[src/rtl/io_output_reg.sv]
// Memory-mapped output register block: three CPU-writable output ports with
// per-port valid/ack handshakes, sticky overrun flags and a STATUS readback.
module io_output_reg (
   input  logic        io_clk,
   input  logic        resetn,
   input  logic [31:0] addr,
   input  logic [31:0] datain,
   input  logic        write_io_enable,
   input  logic [2:0]  out_ack,
   output logic [31:0] out_port0,
   output logic [31:0] out_port1,
   output logic [31:0] out_port2,
   output logic [2:0]  out_valid,
   output logic [31:0] io_read_data
);

   localparam logic [5:0] CODE_PORT0  = 6'b100000;
   localparam logic [5:0] CODE_PORT1  = 6'b100001;
   localparam logic [5:0] CODE_PORT2  = 6'b100010;
   localparam logic [5:0] CODE_STATUS = 6'b100011;

   logic [5:0]  code;
   logic [2:0]  port_wr;
   logic        status_wr;
   logic [2:0]  valid_q, valid_d;
   logic [2:0]  overrun_q, overrun_d;
   logic [2:0]  overrun_set;
   logic [2:0]  overrun_clr;
   logic [31:0] port0_q, port1_q, port2_q;
   logic [31:0] status_word;

   assign code      = addr[7:2];
   assign port_wr   = {3{write_io_enable}} & {code == CODE_PORT2,
                                              code == CODE_PORT1,
                                              code == CODE_PORT0};
   assign status_wr = write_io_enable && (code == CODE_STATUS);

   // Handshake: out_valid[n] is a level flag raised by a port write and held
   // until the peripheral pulses out_ack[n] for one cycle; an ack in the same
   // cycle as a new write retires the old data, so the new data stays valid.
   always_comb begin
      valid_d     = valid_q;
      overrun_set = 3'b000;
      overrun_clr = 3'b000;
      for (int n = 0; n < 3; n++) begin
         if (port_wr[n]) begin
            valid_d[n]     = 1'b1;
            overrun_set[n] = valid_q[n] & ~out_ack[n];
         end else if (out_ack[n]) begin
            valid_d[n] = 1'b0;
         end
      end
      if (status_wr)
         overrun_clr = datain[6:4];
      // A new overrun takes priority over a simultaneous W1C of the same bit.
      overrun_d = (overrun_q & ~overrun_clr) | overrun_set;
   end

   always_ff @(posedge io_clk or negedge resetn) begin
      if (!resetn) begin
         port0_q   <= 32'h0;
         port1_q   <= 32'h0;
         port2_q   <= 32'h0;
         valid_q   <= 3'b000;
         overrun_q <= 3'b000;
      end else begin
         if (port_wr[0]) port0_q <= datain;
         if (port_wr[1]) port1_q <= datain;
         if (port_wr[2]) port2_q <= datain;
         valid_q   <= valid_d;
         overrun_q <= overrun_d;
      end
   end

   assign status_word = {25'h0, overrun_q, 1'b0, valid_q};

   // Readback shows registered (pre-edge) values and has no side effects.
   always_comb begin
      io_read_data = 32'h0;
      case (code)
         CODE_PORT0:  io_read_data = port0_q;
         CODE_PORT1:  io_read_data = port1_q;
         CODE_PORT2:  io_read_data = port2_q;
         CODE_STATUS: io_read_data = status_word;
         default:     io_read_data = 32'h0;
      endcase
   end

   assign out_port0 = port0_q;
   assign out_port1 = port1_q;
   assign out_port2 = port2_q;
   assign out_valid = valid_q;

endmodule

[config.mk]
export PLATFORM = sky130hd
export DESIGN_NAME = io_output_reg
export DESIGN_NICKNAME = d
export VERILOG_FILES = /design/src/rtl/io_output_reg.sv
export SDC_FILE = /design/constraint.sdc
export NUM_CORES = 1
export LEC_CHECK = 0
export ABC_AREA = 1
export ABC_CLOCK_PERIOD_IN_PS = 990
export CAP_MARGIN = 20
export CORE_UTILIZATION = 39
export DETAILED_ROUTE_END_ITERATION = 8
export GPL_ROUTABILITY_DRIVEN = 0
export PLACE_DENSITY = 0.77
export SETUP_SLACK_MARGIN = 0.15
export SYNTH_ARGS = -nofsm -noshare
export SYNTH_HDL_FRONTEND = slang
export SYNTH_SLANG_ARGS = --single-unit
[constraint.sdc]
create_clock -name io_clk -period 0.99 [get_ports io_clk]
set_input_delay 0.099 -clock io_clk [delete_from_list [all_inputs] [get_ports io_clk]]
set_output_delay 0.099 -clock io_clk [all_outputs]
set_load 0.01 [all_outputs]
# Yosys cells after proc, flatten, opt, wreduce, memory -nomap -nowiden
# Cells that the tools add are included.
# totals
out_inout_bits,131
register_bits,102
word_cells,36
# classes
n_mux,11
reduce_logical,4
n_bitwise,10
n_eq_ne,4
# op_table
cell,n
32-bit case mux with 4 select lines,1
"6-bit == test, second input constant",4
1-bit two-way mux,9
3-bit AND,2
2-bit nonzero test,3
1-bit AND,3
3-bit two-way mux,1
1-bit inverter,3
3-bit inverter,1
3-bit OR,1
1-bit logical AND,1

# Longest topological paths before layout
# depth
word_depth,6
mapped_depth,9
ltp_nobuf,7

# Least setup slack after synthesis
# Ideal clock, no wire load.
# synth_timing
kind,input port to output port
startpoint,input addr[5]
endpoint,output io_read_data[11]
t_arrival_ns,1.022
path_stages,6
slack_ns,-0.131
cell_sequence,nor2_2 -> nand3_4 -> inv_1 -> clkbuf_1 -> nand2_1 -> nand3_1
# synth_via
elab_chain_cells,2
# synth_rtl
item,line_no,text
"start, declared",6,"input logic [31:0] addr,"
6-bit == test,80,case (code)
32-bit case mux with 4 select lines (*),80,
"end, declared",14,output logic [31:0] io_read_data
# Mark *: on every way between the ends. The rest lies on a longest branch, timed or not.

# Worst setup path in the final report
# layout_timing
startpoint,register port0_q[6] (netlist: out_port0[6])
endpoint,output io_read_data[6]
# layout_via
elab_chain_cells,1
# layout_rtl
item,line_no,text
"start, declared",29,"logic [31:0] port0_q, port1_q, port2_q;"
"start signal, assigned",67,if (port_wr[0]) port0_q <= datain;
32-bit case mux with 4 select lines,80,
# Every way passes these cells.

==> results_dict.tcl <==
set metrics [dict create \
    ant_nets 0 \
    layout-drive-gt1-share 0.6380 \
    antenna_found_initial 0 \
    period_minus_slack_ns 1.543 \
    grt_pass1_wl_mm 35.45 \
    fill_cells 391 \
    drt-total-wl_mm 31.75 \
    final_cell_area_mm2 0.01105 \
    synth_nets 707 \
    ir_drop_v 0.0008781 \
    max-slew-margin-rel 0.7735 \
    fin_nets 1145 \
    p_leak_uw 0.006098 \
    crit_chain "inv_2, nor2_2, nor2_1, nand2_1, buf_2" \
    numPortBuffers 174 \
    setup_slack_ns -0.5534 \
    p_int_uw 9651 \
    worst_hold_slack_ns 0.1822 \
    htreeDepth 3 \
    area.sequential_mm2 0.002564 \
    clock_skew_ns 0.005191 \
    ys_warn_count 0 \
    report.final.slew_viol_count 0 \
    ys_seq_area_frac 0.5314 \
    num_antenna_cells 0 \
    p_sw_uw 4814 \
    swShare 0.3328 \
    grt.overflow.total 0 \
    viasPerCell 5.946 \
    cp_data_arrival_time_ns 1.44 \
    grt_pass1_vias 6602 \
    rows 40 \
    fin_crit_sh 1.559 \
    synth_cells 637 \
    grt_max_degree 40 \
    cp_top_family "simple AND/OR/NAND/NOR gates" \
    p_total_uw 14460 \
    drt_iter0_markers 819 \
    die_y_um 113.0 \
    tightest_slew_ns 0.3397 \
    worstPathMaxFanout 2 \
    cts_tree "yes" \
    cp-start-kind "flop" \
    powerDensity_mw_per_mm2 1310 \
    core_area_mm2 0.01201 \
    first_pass_iters 6 \
    multi_input_area_mm2 0.002900 \
    rsz0062_at_grt "true" \
    netlist_area_mm2 0.004803 \
    hp-class "primary input to asynchronous set/reset pin" \
    outcome "complete, but fails checks" \
    finalSetupViolations 233 \
    grt_use_met1 0.4064 \
    fp.dieW_um 113.0 \
    clockBufferDepth 2 \
    clkPwrFrac 0.253 \
    hold_viol_final 0 \
    syn_area_per_cell_um2 7.541 \
    setup_tns_ns -47.25 \
    cts.reportedPaths.clkPinSlew_ns 0.09 \
    syn_to_final_growth_pct 130.0 \
    critPathCaptureType "output port" \
    dieArea_mm2 0.01276 \
    max_freq_ghz 0.6479 \
    io_pins 201 \
    met2_usage 0.6399 \
    drc 0 \
    numCtsBuffers 9 \
    start_util 0.3999 \
    synth_cell_types 17 \
    preCtsSetupSlack_ns -1.121 \
    clock-sinks 102 \
    busiest_layer "met2" \
    p_seq_frac 0.369 \
    combinationalPowerShare 0.379 \
    ys_ff_latch 102 \
    crit_type "flop to output port" \
    crit_buf_inv 2 \
    grtUsageTotal 0.3722 \
    violations "negative setup slack" \
    r2r_cells 8 \
    cap_violations 0 \
    use_met3 0.1087 \
    clock-root-buffer "clkbuf_16" \
    critPathSlowestCell "dfrtp_1" \
    vias 7296 \
    hpwl_mm 11.18 \
    clock_latency_ns 0.36 \
    required_ns 0.89 \
    cpPeakStageDelay_ns 0.39 \
    placed_cell_area_mm2 0.007715 \
    wl_per_cell_um 25.88 \
    crit_cells 5 \
]
[path summary, 6_finish.rpt]
kind                              startpoint               to  slack (ns)
worst min-delay path                  resetn     out_port1[9]        0.18
worst max register to register  out_port0[6]     out_port0[6]       -0.29
max in group asynchronous             resetn    out_port1[29]        0.27
worst min register to register  overrun_q[2]     overrun_q[2]        0.54
min in group io_clk               datain[23]    out_port2[23]        0.35
worst max-delay path            out_port0[6]  io_read_data[6]       -0.55
[cell usage in the layout (no fill, tap or decap), types with 6 or more instances in the layout]
cell type,instances
nor2_1,18
clkdlybuf4s50_1,35
buf_16,14
nor2_4,8
nand3_1,12
buf_6,224
inv_1,16
nand3_2,26
buf_8,6
buf_2,31
nand2_1,209
inv_2,17
clkbuf_16,10
buf_12,25
nand2_4,64
dfrtp_1,93
dfrtp_2,9
buf_4,113
nand2_2,113
[cells by family (layout without fill, tap and decap cells)]
family                 count (synthesis)  in the layout  share of synthesized area
buffers and inverters                 64            507                    0.06799
and+or+nand+nor                      462            462                     0.3912
DFF                                  102            102                     0.5314
AOI/OAI and AO/OA                      9              9                   0.009377
[power groups by stage]
stage,Combinational (uW),Clock [uW],Sequential (uW)
after CTS,4050,3460,5140
after global placement,3080,0,5130
after detailed placement,3130,0,5130
after global routing,5640,3760,5350
final,5480,3650,5330
after floorplan,571,0,5390
[cells in the mapped netlist]
cell | number | area (um2)
nand2_1 | 385 | 1445
dfrtp_1 | 102 | 2552
nand3_1 | 38 | 190.2
inv_1 | 33 | 123.9
nor2_1 | 23 | 86.33
buf_2 | 12 | 60.06
o21ai_0 | 9 | 45.04
buf_6 | 7 | 78.83
buf_4 | 5 | 37.54
nor2_4 | 5 | 56.30
inv_2 | 4 | 15.01
clkbuf_1 | 3 | 11.26
nand2_2 | 3 | 18.77
nand4_1 | 3 | 18.77
nand3_4 | 2 | 35.03
nor2_2 | 2 | 12.51
nor3_4 | 1 | 16.27
[metrics by stage]
step                utilization  std cells
CTS                      0.8129       1161
global placement         0.6423       1049
detailed placement       0.6423       1049
global route             0.9196       1227
finish                   0.9196       1227
floorplan                     -        637
[worst reg2reg max path: stages, from the launching register on]
cell     delay [ns]
dfrtp_1        0.39
inv_2          0.09
buf_6          0.12
buf_6          0.10
buf_6          0.10
buf_6          0.11
buf_6          0.11
buf_6          0.10
o21ai_2        0.09
[flip-flops by register name (all words and copies together), names as in the netlist]
| register | flops |
|---|---|
| out_port1 | 32 |
| out_port2 | 32 |
| out_valid | 3 |
| overrun_q | 3 |
| out_port0 | 32 |
[layer usage]
layer,share of wire,wire [um]
met5,0,0
met4,0.098,3107
met3,0.11,3414
met1,0.31,9975
met2,0.48,15250
[cell type report]
type / count / share of cell area
clock buffers: 10 / 0.02164
clock inverters: 6 / 0.004191
inverters: 37 / 0.01518
multi-input cells: 471 / 0.2626
flip-flops and latches: 102 / 0.2321
well taps: 147 / 0.01665
repair buffers: 451 / 0.4432
repair inverters: 3 / 0.004418
[timing repair]
item / 4_1_cts / 5_1_grt
endpoints found under the setup margin: 233 / 233
gates cloned: 18 / 1
buffers inserted: 77 / 65
hold endpoints to repair: 102 / 0
gates resized for setup: 904 / 210
pin swaps: 73 / 58
hold buffers: 1 / 0
Note: power is estimated with default switching activity, not from simulation.
